==> config.mk <==
export PLATFORM = sky130hd
export DESIGN_NAME = bmem_arbiter_flat
export DESIGN_NICKNAME = d
export VERILOG_FILES = /design/src/rtl/bmem_arbiter_if.sv /design/src/rtl/bmem_arbiter.sv /design/src/flat_wrapper.sv
export SDC_FILE = /design/constraint.sdc
export NUM_CORES = 2
export LEC_CHECK = 0
export ABC_AREA = 1
export BUFFER_PORTS_ARGS = -buffer_cell sky130_fd_sc_hd__buf_2
export CELL_PAD_IN_SITES_DETAIL_PLACEMENT = 1
export CELL_PAD_IN_SITES_GLOBAL_PLACEMENT = 1
export CORE_AREA = 2 2 407 409
export DETAILED_ROUTE_END_ITERATION = 10
export DIE_AREA = 0 0 409 411
export PLACE_DENSITY = 0.54
export SETUP_SLACK_MARGIN = 0.2
export SYNTH_ARGS = -nofsm -noshare
export SYNTH_HDL_FRONTEND = slang
export SYNTH_SLANG_ARGS = --single-unit
==> constraint.sdc <==
create_clock -name clk -period 2.7 [get_ports clk]
set_clock_uncertainty 0.05 [all_clocks]
set_input_delay 0.54 -clock clk [delete_from_list [all_inputs] [get_ports clk]]
set_output_delay 0.54 -clock clk [all_outputs]
set_load 0.005 [all_outputs]
==> src/rtl/bmem_arbiter_if.sv <==
// Cache-miss and banked-memory signal bundle for bmem_arbiter.
// The slave modport is the arbiter's view; the master modport is the caches plus memory side.
interface bmem_arbiter_if #(
    parameter int unsigned ADDR_W = 32,
    parameter int unsigned LINE_W = 256,
    parameter int unsigned BEAT_W = 64
);
    logic [ADDR_W-1:0] icache_addr;
    logic              icache_read;
    logic [LINE_W-1:0] icache_rdata;
    logic              icache_resp;

    logic [ADDR_W-1:0] dcache_addr;
    logic              dcache_read;
    logic              dcache_write;
    logic [LINE_W-1:0] dcache_wdata;
    logic [LINE_W-1:0] dcache_rdata;
    logic              dcache_resp;

    logic [ADDR_W-1:0] bmem_addr;
    logic              bmem_read;
    logic              bmem_write;
    logic [BEAT_W-1:0] bmem_wdata;
    logic              bmem_ready;
    logic [ADDR_W-1:0] bmem_raddr;
    logic [BEAT_W-1:0] bmem_rdata;
    logic              bmem_rvalid;

    modport slave (
        input  icache_addr, icache_read,
        output icache_rdata, icache_resp,
        input  dcache_addr, dcache_read, dcache_write, dcache_wdata,
        output dcache_rdata, dcache_resp,
        output bmem_addr, bmem_read, bmem_write, bmem_wdata,
        input  bmem_ready, bmem_raddr, bmem_rdata, bmem_rvalid
    );

    modport master (
        output icache_addr, icache_read,
        input  icache_rdata, icache_resp,
        output dcache_addr, dcache_read, dcache_write, dcache_wdata,
        input  dcache_rdata, dcache_resp,
        input  bmem_addr, bmem_read, bmem_write, bmem_wdata,
        output bmem_ready, bmem_raddr, bmem_rdata, bmem_rvalid
    );
endinterface

==> src/rtl/bmem_arbiter.sv <==
// Shares the banked-memory port between I-cache and D-cache misses, one line
// transaction at a time, splitting each line into a burst of beats; ties are broken round-robin.
module bmem_arbiter #(
    parameter int unsigned ADDR_W    = 32,
    parameter int unsigned LINE_W    = 256,
    parameter int unsigned BEAT_W    = 64,
    parameter int unsigned BURST_LEN = 4
) (
    input logic           clk,
    input logic           rst,
    bmem_arbiter_if.slave bus
);
    localparam int unsigned       CNT_W      = (BURST_LEN > 1) ? $clog2(BURST_LEN) : 1;
    localparam int unsigned       LINE_BYTES = LINE_W / 8;
    localparam logic [ADDR_W-1:0] ADDR_MASK  = ~ADDR_W'(LINE_BYTES - 1);
    localparam logic [CNT_W-1:0]  LAST_BEAT  = CNT_W'(BURST_LEN - 1);

    typedef enum logic [2:0] {
        S_IDLE     = 3'd0,
        S_RD_REQ   = 3'd1,
        S_RD_WAIT  = 3'd2,
        S_WR_BURST = 3'd3,
        S_DONE     = 3'd4
    } state_e;

    typedef enum logic {
        REQ_I = 1'b0,
        REQ_D = 1'b1
    } req_e;

    state_e            state_q,        state_d;
    logic [CNT_W-1:0]  beat_cnt_q,     beat_cnt_d;
    req_e              rr_ptr_q,       rr_ptr_d;
    req_e              owner_q,        owner_d;
    logic              is_wr_q,        is_wr_d;
    logic [ADDR_W-1:0] addr_q,         addr_d;
    logic [LINE_W-1:0] line_q,         line_d;

    logic [LINE_W-1:0] icache_rdata_q, icache_rdata_d;
    logic              icache_resp_q,  icache_resp_d;
    logic [LINE_W-1:0] dcache_rdata_q, dcache_rdata_d;
    logic              dcache_resp_q,  dcache_resp_d;
    logic [ADDR_W-1:0] bmem_addr_q,    bmem_addr_d;
    logic              bmem_read_q,    bmem_read_d;
    logic              bmem_write_q,   bmem_write_d;
    logic [BEAT_W-1:0] bmem_wdata_q,   bmem_wdata_d;

    logic i_req_c;
    logic d_req_c;
    req_e grant_c;

    // Next-state and next-output logic; outputs are registered from the next state.
    always_comb begin
        state_d        = state_q;
        beat_cnt_d     = beat_cnt_q;
        rr_ptr_d       = rr_ptr_q;
        owner_d        = owner_q;
        is_wr_d        = is_wr_q;
        addr_d         = addr_q;
        line_d         = line_q;
        icache_rdata_d = icache_rdata_q;
        dcache_rdata_d = dcache_rdata_q;
        icache_resp_d  = 1'b0;
        dcache_resp_d  = 1'b0;
        bmem_addr_d    = '0;
        bmem_read_d    = 1'b0;
        bmem_write_d   = 1'b0;
        bmem_wdata_d   = '0;

        i_req_c = bus.icache_read;
        d_req_c = bus.dcache_read | bus.dcache_write;
        grant_c = (i_req_c && d_req_c) ? rr_ptr_q : (i_req_c ? REQ_I : REQ_D);

        case (state_q)
            S_IDLE: begin
                if (i_req_c || d_req_c) begin
                    owner_d    = grant_c;
                    rr_ptr_d   = (grant_c == REQ_I) ? REQ_D : REQ_I;
                    beat_cnt_d = '0;
                    if (grant_c == REQ_I) begin
                        addr_d  = bus.icache_addr & ADDR_MASK;
                        is_wr_d = 1'b0;
                        state_d = S_RD_REQ;
                    end else begin
                        addr_d  = bus.dcache_addr & ADDR_MASK;
                        is_wr_d = bus.dcache_write;
                        if (bus.dcache_write) begin
                            line_d  = bus.dcache_wdata;
                            state_d = S_WR_BURST;
                        end else begin
                            state_d = S_RD_REQ;
                        end
                    end
                end
            end

            S_RD_REQ: begin
                if (bus.bmem_ready) state_d = S_RD_WAIT;
            end

            // Beats tagged with another address belong to someone else and are dropped.
            S_RD_WAIT: begin
                if (bus.bmem_rvalid && (bus.bmem_raddr == addr_q)) begin
                    for (int unsigned b = 0; b < BURST_LEN; b++) begin
                        if (beat_cnt_q == CNT_W'(b)) line_d[b*BEAT_W +: BEAT_W] = bus.bmem_rdata;
                    end
                    beat_cnt_d = beat_cnt_q + CNT_W'(1);
                    if (beat_cnt_q == LAST_BEAT) state_d = S_DONE;
                end
            end

            S_WR_BURST: begin
                if (bus.bmem_ready) begin
                    beat_cnt_d = beat_cnt_q + CNT_W'(1);
                    if (beat_cnt_q == LAST_BEAT) state_d = S_DONE;
                end
            end

            S_DONE: begin
                beat_cnt_d = '0;
                state_d    = S_IDLE;
            end

            default: begin
                beat_cnt_d = '0;
                state_d    = S_IDLE;
            end
        endcase

        bmem_read_d  = (state_d == S_RD_REQ);
        bmem_write_d = (state_d == S_WR_BURST);
        if (bmem_read_d || bmem_write_d) bmem_addr_d = addr_d;
        if (bmem_write_d) begin
            for (int unsigned b = 0; b < BURST_LEN; b++) begin
                if (beat_cnt_d == CNT_W'(b)) bmem_wdata_d = line_d[b*BEAT_W +: BEAT_W];
            end
        end

        // Completion pulse and fill line appear together in the DONE cycle.
        if (state_d == S_DONE) begin
            if (owner_d == REQ_I) begin
                icache_resp_d = 1'b1;
                if (!is_wr_d) icache_rdata_d = line_d;
            end else begin
                dcache_resp_d = 1'b1;
                if (!is_wr_d) dcache_rdata_d = line_d;
            end
        end
    end

    always_ff @(posedge clk) begin
        if (!rst) begin
            state_q        <= S_IDLE;
            beat_cnt_q     <= '0;
            rr_ptr_q       <= REQ_I;
            owner_q        <= REQ_I;
            is_wr_q        <= 1'b0;
            addr_q         <= '0;
            line_q         <= '0;
            icache_rdata_q <= '0;
            icache_resp_q  <= 1'b0;
            dcache_rdata_q <= '0;
            dcache_resp_q  <= 1'b0;
            bmem_addr_q    <= '0;
            bmem_read_q    <= 1'b0;
            bmem_write_q   <= 1'b0;
            bmem_wdata_q   <= '0;
        end else begin
            state_q        <= state_d;
            beat_cnt_q     <= beat_cnt_d;
            rr_ptr_q       <= rr_ptr_d;
            owner_q        <= owner_d;
            is_wr_q        <= is_wr_d;
            addr_q         <= addr_d;
            line_q         <= line_d;
            icache_rdata_q <= icache_rdata_d;
            icache_resp_q  <= icache_resp_d;
            dcache_rdata_q <= dcache_rdata_d;
            dcache_resp_q  <= dcache_resp_d;
            bmem_addr_q    <= bmem_addr_d;
            bmem_read_q    <= bmem_read_d;
            bmem_write_q   <= bmem_write_d;
            bmem_wdata_q   <= bmem_wdata_d;
        end
    end

    assign bus.icache_rdata = icache_rdata_q;
    assign bus.icache_resp  = icache_resp_q;
    assign bus.dcache_rdata = dcache_rdata_q;
    assign bus.dcache_resp  = dcache_resp_q;
    assign bus.bmem_addr    = bmem_addr_q;
    assign bus.bmem_read    = bmem_read_q;
    assign bus.bmem_write   = bmem_write_q;
    assign bus.bmem_wdata   = bmem_wdata_q;

endmodule

==> src/flat_wrapper.sv <==
// flat-port wrapper written by rule: the top's interface ports become plain ports
module bmem_arbiter_flat 
#(
    parameter int unsigned ADDR_W    = 32,
    parameter int unsigned LINE_W    = 256,
    parameter int unsigned BEAT_W    = 64,
    parameter int unsigned BURST_LEN = 4
)
  (clk, rst, bus_icache_addr, bus_icache_read, bus_icache_rdata, bus_icache_resp, bus_dcache_addr, bus_dcache_read, bus_dcache_write, bus_dcache_wdata, bus_dcache_rdata, bus_dcache_resp, bus_bmem_addr, bus_bmem_read, bus_bmem_write, bus_bmem_wdata, bus_bmem_ready, bus_bmem_raddr, bus_bmem_rdata, bus_bmem_rvalid);
  bmem_arbiter_if #(.ADDR_W(ADDR_W), .LINE_W(LINE_W), .BEAT_W(BEAT_W)) bus_i ();
  input logic clk;
  input logic rst;
  input wire logic [$bits(bus_i.icache_addr)-1:0] bus_icache_addr;
  input wire logic [$bits(bus_i.icache_read)-1:0] bus_icache_read;
  output wire logic [$bits(bus_i.icache_rdata)-1:0] bus_icache_rdata;
  output wire logic [$bits(bus_i.icache_resp)-1:0] bus_icache_resp;
  input wire logic [$bits(bus_i.dcache_addr)-1:0] bus_dcache_addr;
  input wire logic [$bits(bus_i.dcache_read)-1:0] bus_dcache_read;
  input wire logic [$bits(bus_i.dcache_write)-1:0] bus_dcache_write;
  input wire logic [$bits(bus_i.dcache_wdata)-1:0] bus_dcache_wdata;
  output wire logic [$bits(bus_i.dcache_rdata)-1:0] bus_dcache_rdata;
  output wire logic [$bits(bus_i.dcache_resp)-1:0] bus_dcache_resp;
  output wire logic [$bits(bus_i.bmem_addr)-1:0] bus_bmem_addr;
  output wire logic [$bits(bus_i.bmem_read)-1:0] bus_bmem_read;
  output wire logic [$bits(bus_i.bmem_write)-1:0] bus_bmem_write;
  output wire logic [$bits(bus_i.bmem_wdata)-1:0] bus_bmem_wdata;
  input wire logic [$bits(bus_i.bmem_ready)-1:0] bus_bmem_ready;
  input wire logic [$bits(bus_i.bmem_raddr)-1:0] bus_bmem_raddr;
  input wire logic [$bits(bus_i.bmem_rdata)-1:0] bus_bmem_rdata;
  input wire logic [$bits(bus_i.bmem_rvalid)-1:0] bus_bmem_rvalid;
  assign bus_i.icache_addr = bus_icache_addr;
  assign bus_i.icache_read = bus_icache_read;
  assign bus_icache_rdata = bus_i.icache_rdata;
  assign bus_icache_resp = bus_i.icache_resp;
  assign bus_i.dcache_addr = bus_dcache_addr;
  assign bus_i.dcache_read = bus_dcache_read;
  assign bus_i.dcache_write = bus_dcache_write;
  assign bus_i.dcache_wdata = bus_dcache_wdata;
  assign bus_dcache_rdata = bus_i.dcache_rdata;
  assign bus_dcache_resp = bus_i.dcache_resp;
  assign bus_bmem_addr = bus_i.bmem_addr;
  assign bus_bmem_read = bus_i.bmem_read;
  assign bus_bmem_write = bus_i.bmem_write;
  assign bus_bmem_wdata = bus_i.bmem_wdata;
  assign bus_i.bmem_ready = bus_bmem_ready;
  assign bus_i.bmem_raddr = bus_bmem_raddr;
  assign bus_i.bmem_rdata = bus_bmem_rdata;
  assign bus_i.bmem_rvalid = bus_bmem_rvalid;
  bmem_arbiter #(.ADDR_W(ADDR_W), .LINE_W(LINE_W), .BEAT_W(BEAT_W), .BURST_LEN(BURST_LEN)) u_core (.clk(clk), .rst(rst), .bus(bus_i));
endmodule
==> flow_metrics.py <==
metrics = {
    "final_layout": {
        "nFillCells": 19900,
        "area_growth_syn_to_layout_pct": 55.7,
        "final_cell_area_um2": 62200,
        "drive_above_1_share": 0.349,
        "final_common_cell": "buf_2",
        "nets": 7660,
        "final_cell_mix": "1024 x buf_2, 889 x dfxtp_1, 882 x nand2_1",
    },
    "logic_synthesis": {
        "netlist_instances": 5641,
        "synth_top_area_frac": 0.455,
        "synth_adder_area_share": 0.00125,
        "avgSynthCellArea_um2": 7.08,
        "synthMuxAreaShare": 0.0105,
        "post_synth_num_cell_types": 35,
        "synth_seq_area_share": 0.455,
        "synth_top_family_by_area": "compound AO/OA/AOI/OAI gates",
        "synthXorXnorAreaFrac": 0.000878,
        "syn_area_um2": 39900,
        "synth_compound_area_frac": 0.226,
        "yosys.area.top_type": "dfxtp_1",
        "netlist_top_cells_area": "dfxtp_1 46%, nand2_1 9.3%, a21oi_1 8.2%, o21ai_0 7.6%, nor2_1 7.3%",
        "synth_seq_cells": 908,
        "syn_nets": 6068,
        "yosysWarnings": 0,
        "synthSimpleGateAreaFrac": 0.213,
    },
    "global_route": {
        "antenna_found_initial": 126,
        "grt_pass1_wl_um": 357000,
        "grt_overflow": 0,
        "grt_util_all_layers": 0.294,
        "grt_max_degree": 146,
        "first_global_vias": 47400,
    },
    "place": {
        "placed_area_um2": 52300,
        "place_hpwl_um": 195000,
        "gp_congestion": 0.881,
        "portBuffers": 1024,
    },
    "setup_path": {
        "path_class": "reg2reg",
        "critPathRequiredTime_ns": 3.35,
        "critPathMaxFanout": 9,
        "worstSetupStartpointType": "register",
        "endpoint_kind": "register",
        "cp.arrival_ns": 3.57,
    },
    "die": {
        "die_h_um": 411,
        "core_area_um2": 164000,
        "pin_count": 1035,
        "start_util": 0.244,
        "die_w_um": 409,
        "die-area_um2": 168000,
        "rows": 149,
    },
    "clocking": {
        "clockBufferDepth": 3,
        "cts_root_buf": "clkbuf_16",
        "cts_buffers": 112,
        "cts_sinks": 908,
        "cts_tree": "done",
        "clk_latency_ns": 0.76,
        "path_clk_slew_ns": 0.06,
        "htree_levels": 3,
    },
    "routing": {
        "top_layer": "met5",
        "drt_iter0_markers": 3259,
        "drc": 0,
        "viasPerCell": 4.96,
        "first_pass_iters": 5,
        "wl_met3_um": 18500,
        "dr_wl_met2_um": 130000,
        "avgRoutedWirePerCell_um": 28.0,
        "finalWirelength_um": 268000,
        "met1Wirelength_um": 108000,
        "num_vias": 47400,
        "antenna_left": 0,
    },
    "sta": {
        "fmax_mhz": 343,
        "maxSlewViolCount": 0,
        "tns_ns": -46.78,
        "relSlewSlack": 0.217,
        "setup_viol": 559,
        "hold_viol": 0,
        "period_minus_slack_ns": 2.92,
        "fin_crit_sh": 1.08,
        "worst_pin_slew_ns": 1.17,
        "fin_ws_ns": -0.219,
        "rsz0062_at_grt": "yes",
    },
    "power_and_ir_drop": {
        "clock_power_share": 0.407,
        "power_frac_comb": 0.234,
        "leakage_nw": 29.5,
        "netSwitchingPower_mw": 13.2,
        "p_per_area_nw_per_um2": 643,
        "p_seq_frac": 0.359,
        "power.internal_mw": 26.8,
        "ir_worst_vdd_uv": 593,
        "swShare": 0.330,
        "total_power_mw": 40.0,
    },
    "run": {
        "maxCapViolCount": 0,
    },
    "worst_hold_path": {
        "holdCritPathClass": "in2reg",
    },
    "run_status": {
        "violations": "setup timing",
        "run_status": "complete, but fails checks",
    },
}
-- flip-flops by register name (all words and copies together) (netlist names), 2 cells and up --
signal	count
u_core.addr_q	32
u_core.beat_cnt_q	2
u_core.bus.bmem_addr	32
u_core.bus.bmem_wdata	64
u_core.bus.dcache_rdata	256
u_core.bus.icache_rdata	256
u_core.line_q	256
u_core.state_q	3
-- final cells by class --
cell class	instances	area, µm²	area share
multi-input combinational	3812	19700	0.318
inverter	500	1940	0.0312
sequential	908	18200	0.293
tap	2189	2740	0.0441
antenna	48	120	0.00193
timing repair buffer	1899	15500	0.249
clock inverter	52	749	0.0121
clock buffer	154	3160	0.0509
-- stage by stage --
| stage | utilization | std cells | hold slack (ns) | setup slack [ns] |
|---|---|---|---|---|
| 3_3_place_gp | 0.319 | 9091 | 0.400 | -0.776 |
| 5_1_grt | 0.379 | 9540 | 0.0527 | -0.360 |
| 3_5_place_dp | 0.319 | 9091 | 0.407 | -0.800 |
| 4_1_cts | 0.362 | 9425 | 0.000358 | -0.144 |
| 2_1_floorplan | - | 5641 | 0.389 | 0.216 |
| 6_report | 0.379 | 9562 | 0.0597 | -0.219 |
-- repair_timing --
item / 4_1_cts / 5_1_grt
setup buffers: 81 / 39
endpoints found under the hold margin: 11 / 0
hold buffers: 11 / 0
cloned: 36 / 51
resized for setup: 378 / 411
endpoints found under the setup margin: 749 / 813
pin swaps: 74 / 84
-- logic make-up after synthesis --
kind of cell	after synthesis
mux	42
simple gates	2107
flops	908
buf+inv	921
fa+ha+maj	4
xor+xnor	4
compound gates	1655
-- critical path, stage by stage (launching register included) --
cell and delay [ns]:
dfxtp_2 0.34, inv_2 0.04, nand2_1 0.06, nand2_2 0.08, nor2_4 0.14, buf_6 0.12
nand3_4 0.09, nor2_4 0.15, buf_6 0.12, nand3_4 0.11, buf_6 0.16, nor2_4 0.12
buf_12 0.16, buf_16 0.19, buf_12 0.15, buf_6 0.10, o211ai_1 0.13, buf_4 0.19
buf_6 0.11, buf_6 0.11, a21oi_2 0.11
-- synth_stat cells --
master and instances:
nor3_1 20, nand4_1 52, a32oi_1 1, mux2i_1 42
a21boi_1 1, o21ai_0 608, a21o_1 6, dfxtp_1 908
nor2_4 4, a211o_1 1, buf_2 111, xnor2_1 4
o22ai_1 3, clkinv_1 3, nand3_2 2, a21boi_0 54
nand3_1 204, nand2_2 4, ha_1 4, or2_2 43
buf_1 29, nor2_2 6, o21bai_1 1, nand2_1 991
buf_4 22, o21ai_1 101, o211ai_1 91, a22oi_1 134
inv_1 484, nor2_1 780, inv_2 13, a21oi_1 654
buf_6 7, clkbuf_1 252, or2_1 1
-- routing by layer --
layer	vias up	track usage
met5	-	0
met4	60	0.106
met3	471	0.0724
met2	1526	0.514
met1	23500	0.347
li1	21900	-
-- power by group through the flow --
stage	clock, mW	sequential [mW]	combinational [mW]
finish	16.3	14.4	9.35
global placement	0	14.6	8.70
detailed placement	0	14.6	8.78
global route	17.1	14.4	10.0
floorplan	0	14.5	3.58
CTS	16.6	14.3	9.14
-- path summary, 6_finish.rpt --
check | startpoint | to | slack [ns] | cells past startpoint
max | u_core.addr_q[4] | u_core.line_q[4] | -0.22 | 20
max reg2reg | u_core.addr_q[4] | u_core.line_q[4] | -0.22 | 20
min reg2reg | u_core.bus.dcache_rdata[224] | u_core.bus.dcache_rdata[224] | 0.41 | 2
min | bus_dcache_wdata[144] | u_core.line_q[144] | 0.06 | 3
Note: power is estimated with default switching activity, not from simulation.
